### src/rtl/score_ctrl.sv
`default_nettype none
// score_ctrl: converts line-clear events to points, accumulates a saturating
// 4-digit BCD score and high score, and drives the digit/blank display stage.
module score_ctrl #(
  parameter int BLINK_DIV = 25000000
) (
  input  logic       clk,
  input  logic       rst,
  input  logic       i_add_valid,
  input  logic [2:0] i_add_lines,
  output logic       o_add_ready,
  input  logic       i_clear,
  input  logic       i_game_over,
  input  logic       i_show_high,
  output logic [3:0] o_disp_1,
  output logic [3:0] o_disp_2,
  output logic [3:0] o_disp_3,
  output logic [3:0] o_disp_4,
  output logic       o_disp_blank,
  output logic       o_busy
);

  localparam int CW = (BLINK_DIV > 2) ? $clog2(BLINK_DIV) : 1;
  localparam logic [CW-1:0] c_blink_last = CW'(BLINK_DIV - 1);

  typedef enum logic [1:0] {
    S_IDLE = 2'd0,
    S_ADD  = 2'd1,
    S_FIN  = 2'd2
  } state_t;

  state_t      r_state;
  logic [15:0] r_score;
  logic [15:0] r_high;
  logic [15:0] r_work;
  logic [15:0] r_disp;
  logic        r_carry;
  logic [1:0]  r_idx;
  logic [3:0]  r_pts;
  logic [CW-1:0] r_blink_cnt;
  logic        r_phase;

  logic [3:0]  w_pts;
  logic [3:0]  w_dig;
  logic [3:0]  w_addend;
  logic [4:0]  w_sum;
  logic [15:0] w_commit;
  logic        w_accept;

  always_comb begin
    w_pts = 4'd0;
    case (i_add_lines)
      3'd1:    w_pts = 4'd1;
      3'd2:    w_pts = 4'd3;
      3'd3:    w_pts = 4'd5;
      3'd4:    w_pts = 4'd8;
      default: w_pts = 4'd0;
    endcase
  end

  assign w_dig    = r_work[{r_idx, 2'b00} +: 4];
  assign w_addend = (r_idx == 2'd0) ? r_pts : 4'd0;
  assign w_sum    = {1'b0, w_dig} + {1'b0, w_addend} + {4'd0, r_carry};
  // A carry out of the thousands digit means the true score exceeds 9999.
  assign w_commit = r_carry ? 16'h9999 : r_work;

  assign o_add_ready = (r_state == S_IDLE) & ~i_clear & ~i_game_over;
  assign w_accept    = i_add_valid & o_add_ready;
  assign o_busy      = (r_state != S_IDLE);

  always_ff @(posedge clk) begin
    if (rst) begin
      r_state <= S_IDLE;
      r_score <= 16'h0000;
      r_high  <= 16'h0000;
      r_work  <= 16'h0000;
      r_carry <= 1'b0;
      r_idx   <= 2'd0;
      r_pts   <= 4'd0;
    end else if (i_clear) begin
      r_state <= S_IDLE;
      r_score <= 16'h0000;
      r_carry <= 1'b0;
      r_idx   <= 2'd0;
    end else begin
      case (r_state)
        S_IDLE: begin
          if (w_accept) begin
            r_pts   <= w_pts;
            r_work  <= r_score;
            r_carry <= 1'b0;
            r_idx   <= 2'd0;
            r_state <= S_ADD;
          end
        end
        S_ADD: begin
          if (w_sum > 5'd9) begin
            r_work[{r_idx, 2'b00} +: 4] <= 4'(w_sum - 5'd10);
            r_carry <= 1'b1;
          end else begin
            r_work[{r_idx, 2'b00} +: 4] <= w_sum[3:0];
            r_carry <= 1'b0;
          end
          r_idx <= r_idx + 2'd1;
          if (r_idx == 2'd3) r_state <= S_FIN;
        end
        S_FIN: begin
          r_score <= w_commit;
          // Valid BCD orders the same as plain binary, digit 4 most significant.
          if (w_commit > r_high) r_high <= w_commit;
          r_state <= S_IDLE;
        end
        default: r_state <= S_IDLE;
      endcase
    end
  end

  always_ff @(posedge clk) begin
    if (rst || !i_game_over) begin
      r_blink_cnt <= '0;
      r_phase     <= 1'b0;
    end else if (r_blink_cnt == c_blink_last) begin
      r_blink_cnt <= '0;
      r_phase     <= ~r_phase;
    end else begin
      r_blink_cnt <= r_blink_cnt + 1'b1;
    end
  end

  always_ff @(posedge clk) begin
    if (rst) r_disp <= 16'h0000;
    else     r_disp <= i_show_high ? r_high : r_score;
  end

  assign o_disp_1     = r_disp[3:0];
  assign o_disp_2     = r_disp[7:4];
  assign o_disp_3     = r_disp[11:8];
  assign o_disp_4     = r_disp[15:12];
  assign o_disp_blank = r_phase;

endmodule
`default_nettype wire
### config.mk
export PLATFORM = sky130hd
export DESIGN_NAME = score_ctrl
export DESIGN_NICKNAME = d
export VERILOG_FILES = /design/src/rtl/score_ctrl.sv
export SDC_FILE = /design/constraint.sdc
export NUM_CORES = 1
export LEC_CHECK = 0
export ABC_CLOCK_PERIOD_IN_PS = 8800
export BUFFER_PORTS_ARGS = -buffer_cell sky130_fd_sc_hd__buf_2
export CELL_PAD_IN_SITES_DETAIL_PLACEMENT = 2
export CELL_PAD_IN_SITES_GLOBAL_PLACEMENT = 2
export CORE_MARGIN = 2
export CORE_UTILIZATION = 41
export DETAILED_ROUTE_END_ITERATION = 8
export PLACE_DENSITY_LB_ADDON = 0.1
export SYNTH_ARGS = -nofsm -noshare
export SYNTH_HDL_FRONTEND = slang
export SYNTH_SLANG_ARGS = --single-unit
### constraint.sdc
create_clock -name clk -period 8.8 [get_ports clk]
set_input_delay 0 -clock clk [delete_from_list [all_inputs] [get_ports clk]]
set_output_delay 0 -clock clk [all_outputs]
set_load 0.02 [all_outputs]
==> results.json, run 1 <==
{
  "fin_crit_sh_pct": 45.1,
  "status": "complete, no violations",
  "ff2ff_path_depth": 13,
  "relSlewSlack_pct": 38.5,
  "cts_buffers": 9,
  "timing.setup.tns_ns": 0,
  "power_frac_comb_pct": 8.7,
  "place_hpwl_um": 11800,
  "worstPathMaxFanout": 9,
  "postLayoutCellArea_um2": 5810,
  "dr.pass1.iters": 4,
  "switchingPower_w": 0.000237,
  "cts_buffer_depth": 2,
  "critPathLaunchType": "flip-flop",
  "place_area_um2": 5470,
  "worst_r2r_endpoint": "r_work[6]",
  "overflow": 0,
  "path_cells": "inv_1 -> ha_1 -> nand2_1 -> fa_1 -> fa_1 -> xnor2_1 -> inv_1 -> ha_1 -> nand2_1 -> o21ai_1 -> o311ai_0 -> mux2_2 -> a21oi_1",
  "portBuffers": 27,
  "critPathBufInv": 2,
  "critPathMaxStageDelay_ns": 0.52,
  "fin_cells": 787,
  "fin_crit_ns": 3.97,
  "synth-simple-area-share_pct": 21.9,
  "worst_slew_pin_slew_ns": 0.922,
  "critical_path_class": "reg -> reg",
  "p_int_w": 0.000710,
  "post-place-ws_ns": 4.86,
  "place.gp.congestion": 0.856,
  "root_buffer": "clkbuf_16",
  "swShare_pct": 25.0,
  "end_kind": "flip-flop",
  "postCtsSetupRepairBufs": 0,
  "slowest_stage": "o311ai_0",
  "clkPwrFrac_pct": 43.1,
  "syn_area_um2": 5240,
  "ys_types": 72,
  "clock_skew_ns": 0.00542,
  "num_vias": 4452,
  "cts_tree": "built",
  "final_cell_mix": "99 x dfxtp_1, 86 x nor2_1, 55 x nand2_1",
  "yosysSeqAreaShare_pct": 37.8,
  "synth_top_family_by_area": "simple AND/OR/NAND/NOR gates",
  "synth-seq-cells": 99,
  "htreeDepth": 3,
  "synth-async-reset-ratio_pct": 0,
  "drc": 0,
  "synth_xor_area_share_pct": 4.18,
  "clkTransAtPathRegs_ns": 0.07,
  "arrival_ns": 4.25,
  "rsz0062_at_grt": "false",
  "antenna_cells": 0,
  "seqPwrFrac_pct": 48.2,
  "synth_edf_count": 0,
  "die_h_um": 117,
  "yosys_warnings": 0,
  "viasPerCell": 5.66,
  "setup_violations": 0,
  "area_growth_pct": 11.0,
  "grt_pass1_wl_um": 25500,
  "rrSetupSlack_ns": 4.83,
  "rr_startpoint": "r_idx[0]",
  "syn-num-nets": 628,
  "track_usage_pct": 24.8,
  "die_x_um": 117,
  "whs_path_depth": 4,
  "path_delay_family": "adder cells",
  "initial_utilization_pct": 41.7,
  "std_cell_rows": 41,
  "io-pin-count": 28,
  "synth_compound_area_share_pct": 17.8,
  "synthFlopType": "dfxtp_1",
  "fmax_mhz": 252,
  "avgSynthCellArea_um2": 8.86,
  "powerDensity_nw_per_um2": 163,
  "dp_cells": 766,
  "drive_gt1_share_pct": 12.8,
  "core_area_um2": 12600,
  "drt-total-wl_um": 16200,
  "synthMuxAreaShare_pct": 5.19,
  "whs_endpoint": "r_pts[1]",
  "fin_ws_ns": 4.83,
  "min_path_type": "in -> reg",
  "dieArea_um2": 13700,
  "wl_per_cell_um": 20.5,
  "hold_viol_final": 0,
  "cap_viol_max_count": 0,
  "p_leak_nw": 2.19,
  "antenna_found_initial": 0,
  "layout_commonest_cell": "dfxtp_1",
  "final_max_slew_viol_count": 0,
  "drt_iter0_drc": 210,
  "postSynthCellCount": 591,
  "clk_latency_ns": 0.35,
  "synth_fa_ha_area_share_pct": 6.98,
  "final_antenna_net_count": 0,
  "cp.required_ns": 9.08,
  "cts.sink_count": 99,
  "grt_pass1_vias": 4630,
  "grt_max_degree": 57,
  "fin_nets": 647,
  "hp-start": "i_add_lines[1]",
  "peakVddDrop_uv": 90.7
}
final cells by class:
class | count | area [µm²]
Inverter | 47 | 176
Fill cell | 1405 | 6760
Multi-Input combinational cell | 418 | 2940
Tap cell | 172 | 215
Clock buffer | 12 | 246
Timing Repair Buffer | 35 | 208
Clock inverter | 4 | 48.8
Sequential cell | 99 | 1980
kinds of logic after synthesis:
kind of cell    Yosys count
buf+inv                  74
simple gates            226
compound gates          117
xor+xnor                 25
mux                      22
fa+ha+maj                28
flops                    99
state kept, by name (all words and copies together) (netlist names), 2 cells and up:
register,flops
r_blink_cnt,25
r_disp,16
r_high,16
r_idx,2
r_pts,4
r_score,16
r_state,2
r_work,16
metal layers:
| layer | part of all wire, % | vias up | track usage [%] | wire [µm] |
|---|---|---|---|---|
| li1 | - | 2119 | - | - |
| met1 | 45 | 2268 | 31.4 | 7300 |
| met2 | 51 | 50 | 43.8 | 8290 |
| met3 | 2.2 | 15 | 3.30 | 354 |
| met4 | 1.3 | 0 | 7.69 | 205 |
| met5 | 0 | - | 0 | 0 |
power groups by stage:
stage	Clock [W]	Combinational [W]	Sequential, W
floorplan	0	0.0000594	0.000465
global placement	0	0.0000773	0.000467
detailed placement	0	0.0000805	0.000467
CTS	0.000417	0.0000828	0.000456
global route	0.000438	0.0000908	0.000457
finish	0.000408	0.0000826	0.000457
worst reg2reg max path: cells and delay by family (launching register included):
| family | cells | cell delay [ns] |
|---|---|---|
| fa+ha+maj | 4 | 1.37 |
| compound gates | 3 | 0.80 |
| flops | 1 | 0.46 |
| mux | 1 | 0.44 |
| buf+inv | 2 | 0.35 |
| xor+xnor | 1 | 0.27 |
| simple gates | 2 | 0.20 |
stage by stage:
step                      utilization (%)  hold WS [ns]  power [W]
after floorplan                         -        0.0831   0.000524
after global placement               43.5         0.294   0.000544
after detailed placement             43.5         0.304   0.000547
after CTS                            46.2        0.0965   0.000956
after global routing                 46.2         0.115   0.000985
final                                46.2        0.0922   0.000947
how the worst max path moves through the flow:
stage / slack [ns] / cells past startpoint / endpoint / from
detailed placement: 4.86 / 13 / r_work[6] / r_idx[0]
CTS: 4.82 / 13 / r_work[6] / r_idx[0]
global placement: 5.13 / 13 / r_work[10] / r_idx[0]
floorplan: 5.39 / 14 / r_work[10] / r_idx[0]
global route: 4.54 / 13 / r_work[6] / r_idx[0]
finish: 4.83 / 13 / r_work[6] / r_idx[0]
Yosys cell counts (3+ instances only):
cell type | count | area, µm²
a211o_1 | 7 | 61.3
a211oi_1 | 11 | 82.6
a21boi_0 | 8 | 60.1
a21o_1 | 3 | 22.5
a21oi_1 | 34 | 170
a221oi_1 | 4 | 35.0
and2_1 | 3 | 18.8
and3_1 | 4 | 25.0
buf_1 | 3 | 11.3
buf_2 | 6 | 30.0
buf_6 | 4 | 45.0
clkbuf_1 | 13 | 48.8
dfxtp_1 | 99 | 1980
ha_1 | 26 | 325
inv_1 | 46 | 173
mux2i_1 | 17 | 170
mux4_2 | 4 | 90.1
nand2_1 | 55 | 206
nand2b_1 | 3 | 18.8
nand3_1 | 15 | 75.1
nand4_1 | 9 | 56.3
nor2_1 | 86 | 323
nor2b_1 | 5 | 31.3
nor3_1 | 11 | 55.1
nor4_1 | 8 | 50.1
o211ai_1 | 4 | 30.0
o21a_1 | 3 | 22.5
o21ai_0 | 9 | 45.0
o32ai_1 | 6 | 52.6
o32ai_2 | 9 | 146
or2_2 | 4 | 25.0
xnor2_1 | 15 | 131
xor2_1 | 10 | 87.6
repair_timing:
| item | CTS | global route |
|---|---|---|
| endpoints found under the hold margin | 3 | 0 |
| gates resized for setup | 0 | 0 |
| hold buffers | 5 | 0 |
No activity file was read; power rests on OpenSTA's default activity.
==> run 2, diff against run 1 <==
--- a/config.mk
+++ b/config.mk
@@ -5,12 +5,12 @@
 export SDC_FILE = /design/constraint.sdc
 export NUM_CORES = 1
 export LEC_CHECK = 0
-export ABC_CLOCK_PERIOD_IN_PS = 8800
+export ABC_CLOCK_PERIOD_IN_PS = 3300
 export BUFFER_PORTS_ARGS = -buffer_cell sky130_fd_sc_hd__buf_2
 export CELL_PAD_IN_SITES_DETAIL_PLACEMENT = 2
 export CELL_PAD_IN_SITES_GLOBAL_PLACEMENT = 2
 export CORE_MARGIN = 2
-export CORE_UTILIZATION = 41
+export CORE_UTILIZATION = 35
 export DETAILED_ROUTE_END_ITERATION = 8
 export PLACE_DENSITY_LB_ADDON = 0.1
 export SYNTH_ARGS = -nofsm -noshare
==> constraint.sdc (replaced) <==
create_clock -name clk -period 3.3 [get_ports clk]
set_input_delay 0 -clock clk [delete_from_list [all_inputs] [get_ports clk]]
set_output_delay 0 -clock clk [all_outputs]
set_load 0.02 [all_outputs]
==> run 2 against run 1 <==
Effect of this change:
- worst setup slack got worse by 4.7 ns
- utilization shrank 5.0 points
- first-iteration DRC count decreased by 47%
- highest routed layer unchanged
==> results.json, run 2 (synthesis results as in run 1) <==
{
  "fin_crit_ns": 3.15,
  "final_max_slew_viol_count": 0,
  "clk_latency_ns": 0.35,
  "grt_pass1_wl_um": 26600,
  "dr.pass1.iters": 6,
  "worst_slew_pin_slew_ns": 0.896,
  "portBuffers": 27,
  "std_cell_rows": 44,
  "largest_reg_flops": 25,
  "critical_path_class": "reg -> reg",
  "root_buffer": "clkbuf_16",
  "top_register": "r_blink_cnt",
  "slowest_stage": "fa_2",
  "dp_cells": 795,
  "seqCellArea_um2": 1980,
  "drc": 0,
  "dieArea_um2": 16000,
  "fin_cells": 818,
  "place_area_um2": 5620,
  "min_path_type": "in -> reg",
  "overflow": 0,
  "clock_skew_ns": 0.00701,
  "powerDensity_nw_per_um2": 421,
  "drt_iter0_drc": 111,
  "postLayoutCellArea_um2": 6020,
  "antenna_cells": 0,
  "fin_nets": 666,
  "critPathBufInv": 2,
  "worstPathMaxFanout": 4,
  "fmax_mhz": 317,
  "core_area_um2": 14600,
  "cts_buffer_depth": 2,
  "cts_tree": "built",
  "clkTransAtPathRegs_ns": 0.07,
  "final_cell_mix": "98 x dfxtp_1, 86 x nor2_1, 55 x nand2_1",
  "antenna_found_initial": 0,
  "hold_slack_ns": 0.0988,
  "path_delay_family": "adder cells",
  "drt-total-wl_um": 16500,
  "setup_violations": 0,
  "num_vias": 4470,
  "grt_pass1_vias": 4877,
  "grt_max_degree": 39,
  "cp.required_ns": 3.58,
  "place.gp.congestion": 0.841,
  "path_cells": "mux4_2 -> inv_1 -> fa_2 -> fa_2 -> xnor2_2 -> inv_2 -> ha_2 -> nand2_1 -> o21ai_2 -> o311ai_2 -> mux2_4 -> a21oi_2",
  "initial_utilization_pct": 35.9,
  "layout_commonest_cell": "dfxtp_1",
  "die_h_um": 126,
  "hold_viol_final": 0,
  "viasPerCell": 5.46,
  "htreeDepth": 3,
  "critPathLaunchType": "flip-flop",
  "arrival_ns": 3.43,
  "place_hpwl_um": 12300,
  "cts_buffers": 9,
  "final_antenna_net_count": 0,
  "p_leak_nw": 2.29,
  "fillCellCount": 1597,
  "end_kind": "flip-flop",
  "fin_crit_sh_pct": 95.5,
  "peakVddDrop_uv": 244,
  "cp_common_cell": "fa_2",
  "multi_input_area_um2": 2980,
  "io-pin-count": 28,
  "cts.sink_count": 99,
  "timing.setup.tns_ns": 0,
  "area_growth_pct": 14.9,
  "drive_gt1_share_pct": 17.4,
  "status": "complete, no violations",
  "die_x_um": 126,
  "critPathMaxStageDelay_ns": 0.43,
  "relSlewSlack_pct": 40.2,
  "wl_per_cell_um": 20.2,
  "cap_viol_max_count": 0,
  "track_usage_pct": 21.4
}
[run 2: cell types whose count changed in the layout (fill, tap and decap cells not counted), moves of 2 or more]
cell     change
fa_1         -2
inv_1        -2
ha_2         +2
ha_1         -2
buf_4       +19
fa_2         +2
inv_2        +2
a21oi_1      -2
[run 2: power by group]
group | internal, W | total (W) | switching, W
clock | 0.000595 | 0.00108 | 0.000483
sequential | 0.00121 | 0.00122 | 0.0000109
combinational | 0.0000911 | 0.000242 | 0.000151
total | 0.00189 | 0.00254 | 0.000645
[run 2: per-layer routing]
layer  GRT usage [%]  part of all wire [%]
met1            26.6                    46
met2            38.8                    52
met3            4.01                   2.1
met5               0                     0
met4            4.01                  0.62
[run 2: worst paths after layout]
kind         startpoint          to  slack [ns]  depth (start not counted)
max            r_idx[0]  r_work[14]        0.15                         12
min                 rst  r_disp[15]         0.1                          2
max reg2reg    r_idx[0]  r_work[14]        0.15                         12
min reg2reg    r_pts[2]    r_pts[2]        0.45                          2
[run 2: per-stage QoR]
stage,power (W),utilization (%),worst slack [ns]
2_1_floorplan,0.00140,-,0.00865
3_3_place_gp,0.00146,38.5,0.104
3_5_place_dp,0.00147,38.5,-0.0963
4_1_cts,0.00256,41.0,0.0151
5_1_grt,0.00264,41.3,-0.0160
6_report,0.00254,41.3,0.150
[run 2: final cells by class]
type	count	area share [%]
sequential	99	33.0
clock inverter	5	1.04
tap	184	3.83
timing repair buffer	54	5.82
multi-input combinational	418	49.6
inverter	47	2.93
clock buffer	11	3.87
[run 2: timing repair]
action / CTS / global route
resized for setup: 2 / 10
pin swaps: 1 / 4
endpoints found under the hold margin: 3 / 0
hold buffers: 5 / 0
setup buffers: 0 / 2
setup endpoints to repair: 4 / 25
==> run 3, diff against run 2 <==
--- a/config.mk
+++ b/config.mk
@@ -12,7 +12,7 @@
 export CORE_MARGIN = 2
 export CORE_UTILIZATION = 35
 export DETAILED_ROUTE_END_ITERATION = 8
-export PLACE_DENSITY_LB_ADDON = 0.1
+export PLACE_DENSITY = 0.86
 export SYNTH_ARGS = -nofsm -noshare
 export SYNTH_HDL_FRONTEND = slang
 export SYNTH_SLANG_ARGS = --single-unit
==> run 3 against run 2 <==
Effect of this change:
- non-clock buffer count down 4
- critical endpoint is now r_work[3]
- largest cell class unchanged
- clock skew up 0.0091 ns
- register-to-register slack about the same
- final area about the same
- global-route usage up 0.65 points
- die area unchanged
- count of clock-buffer cells in the layout down 2
- largest power group unchanged
- sequential share of layout area about the same
==> results.json, run 3 (synthesis results as in run 1) <==
{
  "viasPerCell": 5.58,
  "grt_pass1_wl_um": 27700,
  "whs_endpoint": "r_pts[1]",
  "fin_crit_sh_pct": 95.5,
  "layout_commonest_cell": "dfxtp_1",
  "cts_buffers": 9,
  "drc": 0,
  "num_vias": 4541,
  "whs_path_depth": 4,
  "worst_r2r_endpoint": "r_work[3]",
  "dr_wl_met3_um": 566,
  "dr.pass1.iters": 4,
  "grt_pass1_vias": 5130,
  "cts.sink_count": 99,
  "track_usage_pct": 22.0,
  "p_leak_nw": 2.26,
  "worst_slew_pin_slew_ns": 0.855,
  "die_x_um": 126,
  "met1Wirelength_um": 7130,
  "clk_latency_ns": 0.37,
  "critPathMaxStageDelay_ns": 0.61,
  "fmax_mhz": 317,
  "overflow": 0,
  "cts_tree": "built",
  "path_cells": "mux4_2 -> inv_1 -> fa_2 -> fa_2 -> buf_4 -> nand2b_1 -> o21ai_2 -> buf_4 -> a31o_2 -> mux2i_4 -> o41ai_1",
  "hold_slack_ns": 0.0826,
  "root_buffer": "clkbuf_16",
  "antenna_cells": 0,
  "grt_max_degree": 47,
  "core_area_um2": 14600,
  "wl_per_cell_um": 21.0,
  "powerDensity_nw_per_um2": 417,
  "antenna_found_initial": 0,
  "largest_reg_flops": 25,
  "rsz0062_at_grt": "false",
  "area_growth_pct": 15.0,
  "io-pin-count": 28,
  "setup_violations": 0,
  "min_path_type": "in -> reg",
  "drt-total-wl_um": 17100,
  "die_h_um": 126,
  "fillCellCount": 1591,
  "initial_utilization_pct": 35.9,
  "final_cell_mix": "97 x dfxtp_1, 86 x nor2_1, 54 x nand2_1",
  "critical_path_class": "reg -> reg",
  "fin_crit_ns": 3.15,
  "met2WireLength_um": 9120,
  "arrival_ns": 3.40,
  "cap_viol_max_count": 0,
  "power_w": 0.00251,
  "ff2ff_path_depth": 11,
  "rr_startpoint": "r_idx[0]",
  "htreeDepth": 3,
  "relSlewSlack_pct": 43.0,
  "fin_ws_ns": 0.149,
  "slowest_stage": "fa_2",
  "cts_buffer_depth": 2,
  "final_max_slew_viol_count": 0,
  "clock_skew_ns": 0.0161,
  "critPathLaunchType": "flip-flop",
  "status": "complete, no violations",
  "post-place-ws_ns": -0.182,
  "peakVddDrop_uv": 254,
  "std_cell_rows": 44,
  "fin_nets": 662,
  "portBuffers": 27,
  "drt_iter0_drc": 274,
  "place_hpwl_um": 12500,
  "drive_gt1_share_pct": 17.3,
  "clkTransAtPathRegs_ns": 0.08,
  "final_antenna_net_count": 0,
  "cp.required_ns": 3.55,
  "hold_viol_final": 0,
  "worstPathMaxFanout": 12,
  "hp-start": "i_add_lines[1]",
  "top_layer": "met4",
  "top_register": "r_blink_cnt",
  "end_kind": "flip-flop",
  "rrSetupSlack_ns": 0.15,
  "dieArea_um2": 16000,
  "place.gp.congestion": 0.881
}
## run 3: final cells by class
| class | instances | area (µm²) | area share [%] |
|---|---|---|---|
| Sequential cell | 99 | 1980 | 33.0 |
| Clock inverter | 7 | 57.6 | 0.956 |
| Tap cell | 184 | 230 | 3.82 |
| Multi-Input combinational cell | 418 | 3020 | 50.2 |
| Timing Repair Buffer | 50 | 323 | 5.36 |
| Clock buffer | 9 | 225 | 3.74 |
| Inverter | 47 | 176 | 2.93 |
## run 3: power breakdown
group | internal [W] | total [W] | switching (W)
sequential | 0.00121 | 0.00122 | 0.0000135
combinational | 0.0000912 | 0.000246 | 0.000155
clock | 0.000523 | 0.00105 | 0.000525
## run 3: what timing repair did
action / in CTS / in global routing
pin swaps: 2 / 5
resized for setup: 5 / 13
endpoints found under the setup margin: 9 / 28
hold endpoints to repair: 6 / 0
hold buffers: 6 / 0
setup buffers: 2 / 0
## run 3: how the worst max path moves through the flow
stage,slack [ns],endpoint,from,cells after the start
floorplan,0.009,r_work[10],r_idx[0],14
global placement,0.12,r_work[10],r_idx[0],12
detailed placement,-0.18,r_work[10],r_idx[0],12
CTS,0.03,r_work[10],r_idx[0],12
global route,0.002,r_work[3],r_idx[0],14
finish,0.15,r_work[3],r_idx[0],11
## run 3: through the flow
stage               cells  TNS [ns]  util [%]  cell area [µm²]
floorplan             591         0         -             5250
global placement      790         0      38.3             5580
detailed placement    790    -0.758      38.3             5580
CTS                   814         0      40.9             5970
global route          814         0      41.3             6020
finish                814         0      41.3             6020
## run 3: critical path: cells and delay by family, from the launching register on
family,cells,cell delay [ns]
adder cells (fa/ha/maj),2,0.99
multiplexers,2,0.42
AND/OR/NAND/NOR,1,0.11
flip-flops,1,0.35
buffers and inverters,3,0.43
AO/OA/AOI/OAI,3,0.75
## run 3: routing by layer
layer	global-route usage [%]	up-vias
met5	0	-
met3	4.26	21
met1	25.9	2302
met2	40.6	78
li1	-	2140
met4	6.33	0
